### config.mk
export PLATFORM = sky130hd
export DESIGN_NAME = dmem_access_unit
export DESIGN_NICKNAME = d
export VERILOG_FILES = /design/src/rtl/lsu_pkg.sv /design/src/rtl/lsu_lane_align.sv /design/src/rtl/dmem_access_unit.sv
export SDC_FILE = /design/constraint.sdc
export NUM_CORES = 1
export LEC_CHECK = 0
export CAP_MARGIN = 10
export CORE_AREA = 2 2 106 210
export CTS_CLUSTER_DIAMETER = 80
export DETAILED_ROUTE_END_ITERATION = 6
export DIE_AREA = 0 0 108 212
export SYNTH_ARGS = -nofsm -noshare
export SYNTH_HDL_FRONTEND = slang
export SYNTH_SLANG_ARGS = --single-unit
### constraint.sdc
create_clock -name clk -period 3 [get_ports clk]
set_clock_uncertainty 0.15 [all_clocks]
set_input_delay 0.6 -clock clk [delete_from_list [all_inputs] [get_ports clk]]
set_output_delay 0.6 -clock clk [all_outputs]
set_load 0.02 [all_outputs]
### src/rtl/lsu_pkg.sv
// Shared definitions for the load/store unit: access sizes, FSM encoding, wait-counter width.
package lsu_pkg;

  localparam logic [1:0] SZ_BYTE = 2'b00;
  localparam logic [1:0] SZ_HALF = 2'b01;
  localparam logic [1:0] SZ_WORD = 2'b10;

  localparam int CNT_W = 4;

  typedef enum logic [2:0] {
    ST_IDLE   = 3'd0,
    ST_RD     = 3'd1,
    ST_WR     = 3'd2,
    ST_RMW_RD = 3'd3,
    ST_RMW_WR = 3'd4
  } lsu_state_e;

  // Size 2'b11 is handled like a word everywhere.
  function automatic logic is_misaligned(input logic [1:0] size, input logic [1:0] lo);
    case (size)
      SZ_BYTE: is_misaligned = 1'b0;
      SZ_HALF: is_misaligned = lo[0];
      default: is_misaligned = (lo != 2'b00);
    endcase
  endfunction

endpackage

### src/rtl/lsu_lane_align.sv
// Combinational little-endian lane handling: extract+extend for loads, lane merge for sub-word stores.
module lsu_lane_align
  import lsu_pkg::*;
(
  input  logic [31:0] rword,
  input  logic [1:0]  size,
  input  logic        uns,
  input  logic [1:0]  lo,
  input  logic [31:0] wdata,
  output logic [31:0] ldata,
  output logic [31:0] merged
);

  logic [7:0]  byte_v;
  logic [15:0] half_v;

  always_comb begin
    byte_v = rword[{lo, 3'b000} +: 8];
    half_v = lo[1] ? rword[31:16] : rword[15:0];
    ldata  = rword;
    merged = wdata;
    case (size)
      SZ_BYTE: begin
        ldata  = {{24{~uns & byte_v[7]}}, byte_v};
        merged = rword;
        merged[{lo, 3'b000} +: 8] = wdata[7:0];
      end
      SZ_HALF: begin
        ldata  = {{16{~uns & half_v[15]}}, half_v};
        merged = rword;
        if (lo[1]) merged[31:16] = wdata[15:0];
        else       merged[15:0]  = wdata[15:0];
      end
      default: begin
        ldata  = rword;
        merged = wdata;
      end
    endcase
  end

endmodule

### src/rtl/dmem_access_unit.sv
// Load/store unit between the MEM stage and word-wide data memory; sub-word stores use read-modify-write.
// Optional feature macro: LSU_MISALIGN_CHECK_EN (misaligned half/word requests answer with resp_err).
module dmem_access_unit
  import lsu_pkg::*;
#(
  parameter int unsigned RD_WAIT = 0
) (
  input  logic        clk,
  input  logic        rst_n,
  input  logic        req_valid,
  output logic        req_ready,
  input  logic        req_we,
  input  logic [1:0]  req_size,
  input  logic        req_unsigned,
  input  logic [31:0] req_addr,
  input  logic [31:0] req_wdata,
  output logic        resp_valid,
  output logic [31:0] resp_rdata,
  output logic        resp_err,
  output logic        mem_we,
  output logic [31:0] mem_addr,
  output logic [31:0] mem_wdata,
  input  logic [31:0] mem_rdata,
  output logic [2:0]  dbg_state
);

  localparam logic [CNT_W-1:0] RD_WAIT_C = CNT_W'(RD_WAIT);

  // Handshake: a request transfers on a rising edge where req_valid && req_ready; req_ready is
  // high only in IDLE; resp_valid is a single-cycle pulse with no back-pressure.
  lsu_state_e       state_q, state_d;
  logic [CNT_W-1:0] cnt_q;
  logic [1:0]       size_q, lo_q;
  logic             uns_q;
  logic [31:0]      wdata_q;
  logic             accept, bad, last_rd;
  logic [31:0]      load_data, merged;

  assign req_ready = (state_q == ST_IDLE);
  assign accept    = req_valid && req_ready;
  assign last_rd   = (cnt_q == RD_WAIT_C);
  assign dbg_state = state_q;

`ifdef LSU_MISALIGN_CHECK_EN
  logic err_q;
  assign bad      = is_misaligned(req_size, req_addr[1:0]);
  assign resp_err = err_q;
`else
  assign bad      = 1'b0;
  assign resp_err = 1'b0;
`endif

  lsu_lane_align u_align (
    .rword  (mem_rdata),
    .size   (size_q),
    .uns    (uns_q),
    .lo     (lo_q),
    .wdata  (wdata_q),
    .ldata  (load_data),
    .merged (merged)
  );

  always_comb begin
    state_d = state_q;
    case (state_q)
      ST_IDLE: begin
        if (accept && !bad) begin
          if (!req_we)          state_d = ST_RD;
          else if (req_size[1]) state_d = ST_WR;
          else                  state_d = ST_RMW_RD;
        end
      end
      ST_RD:     if (last_rd) state_d = ST_IDLE;
      ST_WR:     state_d = ST_IDLE;
      ST_RMW_RD: if (last_rd) state_d = ST_RMW_WR;
      ST_RMW_WR: state_d = ST_IDLE;
      default:   state_d = ST_IDLE;
    endcase
  end

  always_ff @(posedge clk or negedge rst_n) begin
    if (!rst_n) state_q <= ST_IDLE;
    else        state_q <= state_d;
  end

  always_ff @(posedge clk or negedge rst_n) begin
    if (!rst_n) begin
      cnt_q      <= '0;
      size_q     <= SZ_BYTE;
      lo_q       <= 2'b00;
      uns_q      <= 1'b0;
      wdata_q    <= '0;
      resp_valid <= 1'b0;
      resp_rdata <= '0;
      mem_we     <= 1'b0;
      mem_addr   <= '0;
      mem_wdata  <= '0;
`ifdef LSU_MISALIGN_CHECK_EN
      err_q      <= 1'b0;
`endif
    end else begin
      resp_valid <= 1'b0;
      case (state_q)
        ST_IDLE: begin
          if (accept && bad) begin
            resp_valid <= 1'b1;
            resp_rdata <= '0;
`ifdef LSU_MISALIGN_CHECK_EN
            err_q      <= 1'b1;
`endif
          end else if (accept) begin
            cnt_q    <= '0;
            size_q   <= req_size;
            lo_q     <= req_addr[1:0];
            uns_q    <= req_unsigned;
            wdata_q  <= req_wdata;
            mem_addr <= {req_addr[31:2], 2'b00};
            // Word stores need no read phase, so the write goes out on the very next cycle.
            if (req_we && req_size[1]) begin
              mem_we    <= 1'b1;
              mem_wdata <= req_wdata;
            end
          end
        end
        ST_RD: begin
          if (last_rd) begin
            resp_valid <= 1'b1;
            resp_rdata <= load_data;
`ifdef LSU_MISALIGN_CHECK_EN
            err_q      <= 1'b0;
`endif
          end else begin
            cnt_q <= cnt_q + 1'b1;
          end
        end
        ST_RMW_RD: begin
          if (last_rd) begin
            mem_we    <= 1'b1;
            mem_wdata <= merged;
          end else begin
            cnt_q <= cnt_q + 1'b1;
          end
        end
        ST_WR, ST_RMW_WR: begin
          mem_we     <= 1'b0;
          resp_valid <= 1'b1;
          resp_rdata <= '0;
`ifdef LSU_MISALIGN_CHECK_EN
          err_q      <= 1'b0;
`endif
        end
        default: mem_we <= 1'b0;
      endcase
    end
  end

endmodule
# After elaboration in Yosys (flattened, before gate mapping)
# Index checks and enable logic that the tools add are counted.
[totals]
out_inout_bits = 103
memories = 0
regBits = 140
mem_bits_ro = 0
ramBits = 0
latchBits = 0
[classes]
n_div = 0
eq_ne = 10
n_bitwise = 4
muxes = 27
reduce_logical = 16
addsub = 2
magnitude_cmp = 0
shifts = 3
n_mul = 0
[ops]
columns = ["operator", "count"]
rows = [
  ["case mux 32 bit (2 select lines)", 4],
  ["2-to-1 mux 32 bit", 4],
  ["2-to-1 mux 16 bit", 3],
  ["bitwise mux 32 bit", 1],
  ["variable shift 8 x 7 -> 32 bit, first input constant", 1],
  ["variable part select 32 x 6 -> 8 bit", 1],
  ["variable part select 8 x 7 -> 32 bit", 1],
  ["2-to-1 mux 3 bit", 4],
  ["case mux 3 bit (3 select lines)", 1],
  ["2-to-1 mux 4 bit", 2],
  ["case mux 4 bit (2 select lines)", 1],
  ["AND reduction 4 bit", 2],
  ["negation 5 -> 7 bit", 1],
  ["equality test 3 x 2 -> 1 bit, second input constant", 2],
  ["inequality test 2 bit, second input constant", 3],
  ["AND reduction 3 bit", 2],
  ["nonzero test 2 bit", 3],
  ["2-to-1 mux 1 bit", 5],
  ["adder 4 x 1 -> 4 bit, second input constant", 1],
  ["logical NOT 4 bit", 1],
  ["inequality test 2 x 1 -> 1 bit, second input constant", 2],
  ["AND reduction 2 bit", 2],
  ["OR reduction 2 bit", 2],
  ["equality test 3 x 1 -> 1 bit, second input constant", 1],
  ["other kinds (9)", 12],
]

# Depth between registers and ports, before layout
[logic_depth]
depth_word = 6
mapped_depth = 9
mapped_depth_nobuf = 6

# By module
# Synthesis repeated with hierarchy kept, for this count alone.
[unflattened]
cells_unflattened = 776
hier_area_um2 = 7199.4
[modules_own_cells]
columns = ["module", "seq_area_each_um2", "area_per_inst_um2", "cells_per_inst", "n_inst"]
rows = [
  ["dmem_access_unit", 3503.4, 5629.1, 541, 1],
  ["lsu_lane_align", 0.0, 1570.3, 235, 1],
]

# Worst setup path before layout
# Ideal clock, no wire load.
[synth_path]
path_kind = "register to register"
start = "register lo_q[1]"
end = "register mem_wdata[0]"
setup_slack_ns = 0.448
stages_incl_launch_ff = 9
path_buffers = 2
required_ns = 2.715
arrival_ns = 2.267
cell_sequence = "dfrtp_1 buf_2 buf_1 inv_1 ha_1 nor2_1 a211o_1 a221oi_1 o31ai_1"
[synth_via]
elab_chain_len = 6
[synth_rtl]
columns = ["item", "line_no", "source"]
rows = [
  ["start: declaration", "dmem_access_unit.sv:33", "logic [1:0] size_q, lo_q;"],
  ["start signal: assignment", "dmem_access_unit.sv:114", "lo_q <= req_addr[1:0];"],
  ["negation 5 -> 7 bit", "lsu_lane_align.sv:26", "merged[{lo, 3'b000} +: 8] = wdata[7:0];"],
  ["variable part select 8 x 7 -> 32 bit or variable shift 8 x 7 -> 32 bit (tied branches)", "lsu_lane_align.sv:26", ""],
  ["bitwise mux 32 bit", "lsu_lane_align.sv:26", ""],
  ["case mux 32 bit (2 select lines) (*)", "lsu_lane_align.sv:22", "case (size)"],
  ["2-to-1 mux 32 bit (*)", "dmem_access_unit.sv:137", "if (last_rd) begin"],
  ["case mux 32 bit (2 select lines) (*)", "dmem_access_unit.sv:103", "case (state_q)"],
  ["end signal: assignment", "dmem_access_unit.sv:121", "mem_wdata <= req_wdata;"],
  ["end signal: assignment", "dmem_access_unit.sv:139", "mem_wdata <= merged;"],
  ["end: declaration", "dmem_access_unit.sv:22", "output logic [31:0] mem_wdata,"],
]
# Every way passes the cells marked *; elsewhere a longest branch is shown, timed or not. The select of a mux whose other input is x is not followed.
# A chain may end at the register's enable or synchronous reset.

# Worst setup path after layout
[layout_path]
start = "register cnt_q[0]"
end = "register resp_rdata[28]"
[layout_via]
elab_chain_len = 3
[layout_rtl]
columns = ["item", "line_no", "source"]
rows = [
  ["start: declaration", "dmem_access_unit.sv:32", "logic [CNT_W-1:0] cnt_q;"],
  ["start signal: assignment", "dmem_access_unit.sv:133", "cnt_q <= cnt_q + 1'b1;"],
  ["start signal: assignment", "dmem_access_unit.sv:141", "cnt_q <= cnt_q + 1'b1;"],
  ["logical NOT 4 bit", "dmem_access_unit.sv:41", "assign last_rd = (cnt_q == RD_WAIT_C);"],
  ["inequality test 2 bit (no source line)", "-", ""],
  ["AND reduction 2 bit (no source line)", "-", ""],
  ["end signal: assignment", "dmem_access_unit.sv:128", "resp_rdata <= load_data;"],
  ["end: declaration", "dmem_access_unit.sv:18", "output logic [31:0] resp_rdata,"],
]
# Every way passes these cells.

==> impl.org <==
** Routing
- After detailed routing, the number of vias per cell comes to 5.37.
- DR DRC count :: 0
- Wire length per cell after detailed routing :: 20.5 um
- Routed Antenna Nets :: 0
- Iteration-0 DRC Markers :: 393
- Across all layers, the routed design uses 6,850 vias.
- The final layout contains routed wiring with a total length of 26.2 mm.
- The first detailed-routing pass ran for 5 iterations.

** Floorplanning
- Vert. Die Dim :: 212 um
- 206 I/O pins were placed.
- Die Width :: 108 um
- Starting utilization of the core area :: 34.3%
- After floorplanning, the core was divided into 76 placement rows.
- The floorplan step defined a die boundary enclosing 22,900 um^2.
- Core area :: 21,400 um^2

** Synthesis
- Syn. warnings :: 0
- Post-Synth XOR/XNOR Area :: 0.239%
- Synth cell count leaders :: nand2_1, dfrtp_1, nor2_1
- Share of flip-flops with an asynchronous set or reset after synthesis :: 100%
- By area, the combinational part of the netlist is dominated by simple AND/OR/NAND/NOR gates.
- Cell Area, Synth :: 7330 um^2
- Synthesized instance count :: 793
- Adder-cell area share of the yosys netlist :: 1.19%
- Part of the Yosys area used for sequential elements :: 47.8%
- The synthesized netlist contains 58 unique library cells.
- Synthesized flop and latch total :: 140
- Post-synth EDFFs :: 0
- Compound-Gate Fraction of Synth Area :: 19.0%
- In this run the biggest area consumer among cell types represents 47.8% of the synthesized area.
- Area leader, netlist :: dfrtp_1
- By instance count, the leading cell after synthesis is nand2_1.
- Dominant register cell in the synthesized netlist :: dfrtp_1
- Biggest area contributors in the synthesized netlist :: dfrtp_1, nand2_1, nor2_1
- Summing the areas of all and, or, nand and nor instances in the mapped netlist gives 20.9% of the synthesized area.
- Mux contribution to synthesized area :: 5.03%
- Mean Syn Cell Area :: 9.25 um^2

** Worst hold path
- Along the worst hold path, the cell count comes to 2.
- The min-delay analysis places its worst path in the category reg -> reg.
- The worst hold path terminates at mem_addr[3]$_DFFE_PN0P_.
- Origin of the worst min-delay path :: mem_addr[3]$_DFFE_PN0P_

** Flow run
- Max-cap violations in this run came to 0.

** Pwr
- Summed over all cells, the static leakage comes to 4.60 nW.
- Sequential cells account for 29.7% of the total power.
- Maximum vdd drop :: 489 uV
- The internal portion of the total power is 6.71 mW.
- The share of total power dissipated in the clock network is 20.1%.
- P per Cell Area :: 1100 nW/um^2
- NetSw :: 4.73 mW
- Sw Share :: 41.4%
- Summing internal, switching and leakage power gives 11.4 mW.
- Combinational Power Share :: 50.2%

** STA
- Worst-margin pin slew :: 0.927 ns
- Headroom to the max-slew limit came out at 38.2%.
- Number of setup violations in the final report :: 0
- The final hold violation count was 0.
- The worst path uses 91.4% of the clock period.
- Slew Viols, Final :: 0
- Static timing analysis puts the maximum clock frequency at 0.365 GHz.
- Setup repair after global routing missed its margin :: no
- Shortest clock period the worst path allows after layout :: 2.74 ns
- Aggregate negative setup slack :: 0 ns

** CTS
- In this run the post-CTS setup repair buffer count came out at 0.
- TritonCTS built the clock tree.
- Clock slew at reported path FFs :: 0.06 ns
- In this run the clock root is driven by a clkbuf_16.
- Buffers inserted during clock tree synthesis total 17.
- CTS built an H-tree with a depth of 4.
- The clock reaches the later pin of the worst-skew pair after 0.43 ns.
- TritonCTS Sinks :: 140
- Clock buffer depth :: 2

** Setup path
- CP arrival :: 2.95 ns
- The worst setup path is captured at a flop.
- The worst register-to-register path ends at resp_rdata[28]$_DFFE_PN0P_.
- Data on the critical path is required at its endpoint by 3.21 ns.
- Startpoint of the most critical register-to-register path :: cnt_q[0]$_DFFE_PN0P_
- Measured in cells, the most critical reg-to-reg path has a length of 6.
- Class of the most critical setup path :: reg -> reg
- Type of origin of the critical path :: flop
- Cell with the largest stage delay on the worst path :: a2111oi_4
- Walking the worst path, the cells encountered are inv_1 -> ha_1 -> or3b_4 -> or3_1 -> a2111oi_4 -> a221o_2.
- CP peak stage delay :: 0.76 ns
- Setup slack of the most critical reg-to-reg path :: 0.26 ns
- Along the worst path, the maximum fanout reaches 16.

** Place
- Port-buffer cells :: 202
- The HPWL after detailed placement is 19.7 mm.
- Once placement completed, the tool counted placed cells totaling 1,243.
- Routability-driven placement finished with a final weighted congestion of 0.980.

** GRT
- Antenna violations before repair :: 0
- The number of global-route vias before repair came to 7,015.
- After global routing the overflow that remains totals 0.
- GR Util met1 :: 25.3%
- Wire length of the first global-routing pass :: 40.1 mm
- Combined global-route utilization of all metal layers :: 23.4%
- Most crowded layer after global routing :: met2
- Entering global routing, the biggest net connects 81 pins.
- In the global route stage, met3 resource usage came out at 3.56%.
- Met2 track demand over resource :: 43.3%

** Finish
- The area growth from synthesis to layout is 41.5%.
- Of the cells placed in the final design, the portion with a size suffix greater than 1 is 11.4%.
- Leaving out filler cells and counting taps, the final layout contains 1,276.
- Net count, final :: 1,100
- The number of antenna diodes in the final layout is 0.

** Status
- Run status :: complete, no violations
[power by group through the flow]
stage	clock (mW)	sequential, mW	combinational, mW
2_1_floorplan	0	3.92	2.81
3_3_place_gp	0	3.41	5.68
3_5_place_dp	0	3.41	5.76
4_1_cts	2.35	3.40	5.77
5_1_grt	2.43	3.49	6.20
6_report	2.30	3.40	5.74
[critical path, delay by kind of cell (launching register included)]
family / cells / cell delay [ns]
adder cells (fa/ha/maj): 1 / 0.15
flip-flops: 1 / 0.40
AND/OR/NAND/NOR: 2 / 0.89
buffers and inverters: 1 / 0.09
AO/OA/AOI/OAI: 2 / 1.00
[cells by family (layout without fill, tap and decap cells)]
family | after synthesis | after routing
adder cells (fa/ha/maj) | 7 | 7
XOR/XNOR | 2 | 2
multiplexers | 29 | 29
other | 1 | 3
AND/OR/NAND/NOR | 357 | 357
buffers and inverters | 87 | 295
AO/OA/AOI/OAI | 170 | 170
flip-flops | 140 | 140
[cells in the final DEF, fill, tap and decap left out, types with 20 or more instances in the layout]
master,n
clkdlybuf4s50_1,201
nand2_1,226
dfrtp_1,139
o31ai_1,28
o21ai_0,22
buf_4,36
mux2i_1,20
a221o_2,21
inv_1,21
nor2_1,68
[layer usage]
metal	vias up	routed length, um	part of all wire (%)
met5	-	0	0
met4	0	1200	4.6
met3	59	1410	5.4
met2	265	14400	55
met1	3338	9180	35
li1	3188	-	-
[registers in the layout, indices dropped and copies added, names as in the netlist, 2 cells and up]
signal      cells
cnt_q           4
dbg_state       3
lo_q            2
mem_addr       30
mem_wdata      32
resp_rdata     32
size_q          2
wdata_q        32
[final cells by class]
cell class	count	area [um^2]
flip-flops and latches	140	3500
well taps	273	342
clock inverters	10	163
clock buffers	22	474
fillers	2024	11000
repair buffers	242	2360
multi-input cells	568	3450
inverters	21	78.8
[worst max path at each step]
stage	slack (ns)	startpoint	cells after the start	to
after floorplan	0.45	lo_q[1]$_DFFE_PN0P_	8	mem_wdata[0]$_DFFE_PN0P_
after global placement	0.26	mem_rdata[15]	5	resp_rdata[19]$_DFFE_PN0P_
after detailed placement	0.23	mem_rdata[15]	5	resp_rdata[28]$_DFFE_PN0P_
after CTS	0.07	dbg_state[1]$_DFFE_PN0P_	2	req_ready
after global routing	0.13	cnt_q[1]$_DFFE_PN0P_	6	resp_rdata[28]$_DFFE_PN0P_
final	0.26	cnt_q[0]$_DFFE_PN0P_	6	resp_rdata[28]$_DFFE_PN0P_
[per-stage QoR]
stage                     util [%]  hold slack [ns]  cell area, um^2  setup WS (ns)
after floorplan                  -            0.154             7340          0.448
after global placement        45.5            0.307             9730          0.264
after detailed placement      45.5            0.312             9730          0.230
after CTS                     48.5            0.329            10400         0.0678
after global routing          48.5            0.344            10400          0.130
final                         48.5            0.324            10400          0.257
[repair_timing]
item,4_1_cts,5_1_grt
hold buffers,1,0
endpoints found under the setup margin,0,1
hold endpoints to repair,33,0
gates resized for setup,0,1
No activity file was read; power rests on OpenSTA's default activity.
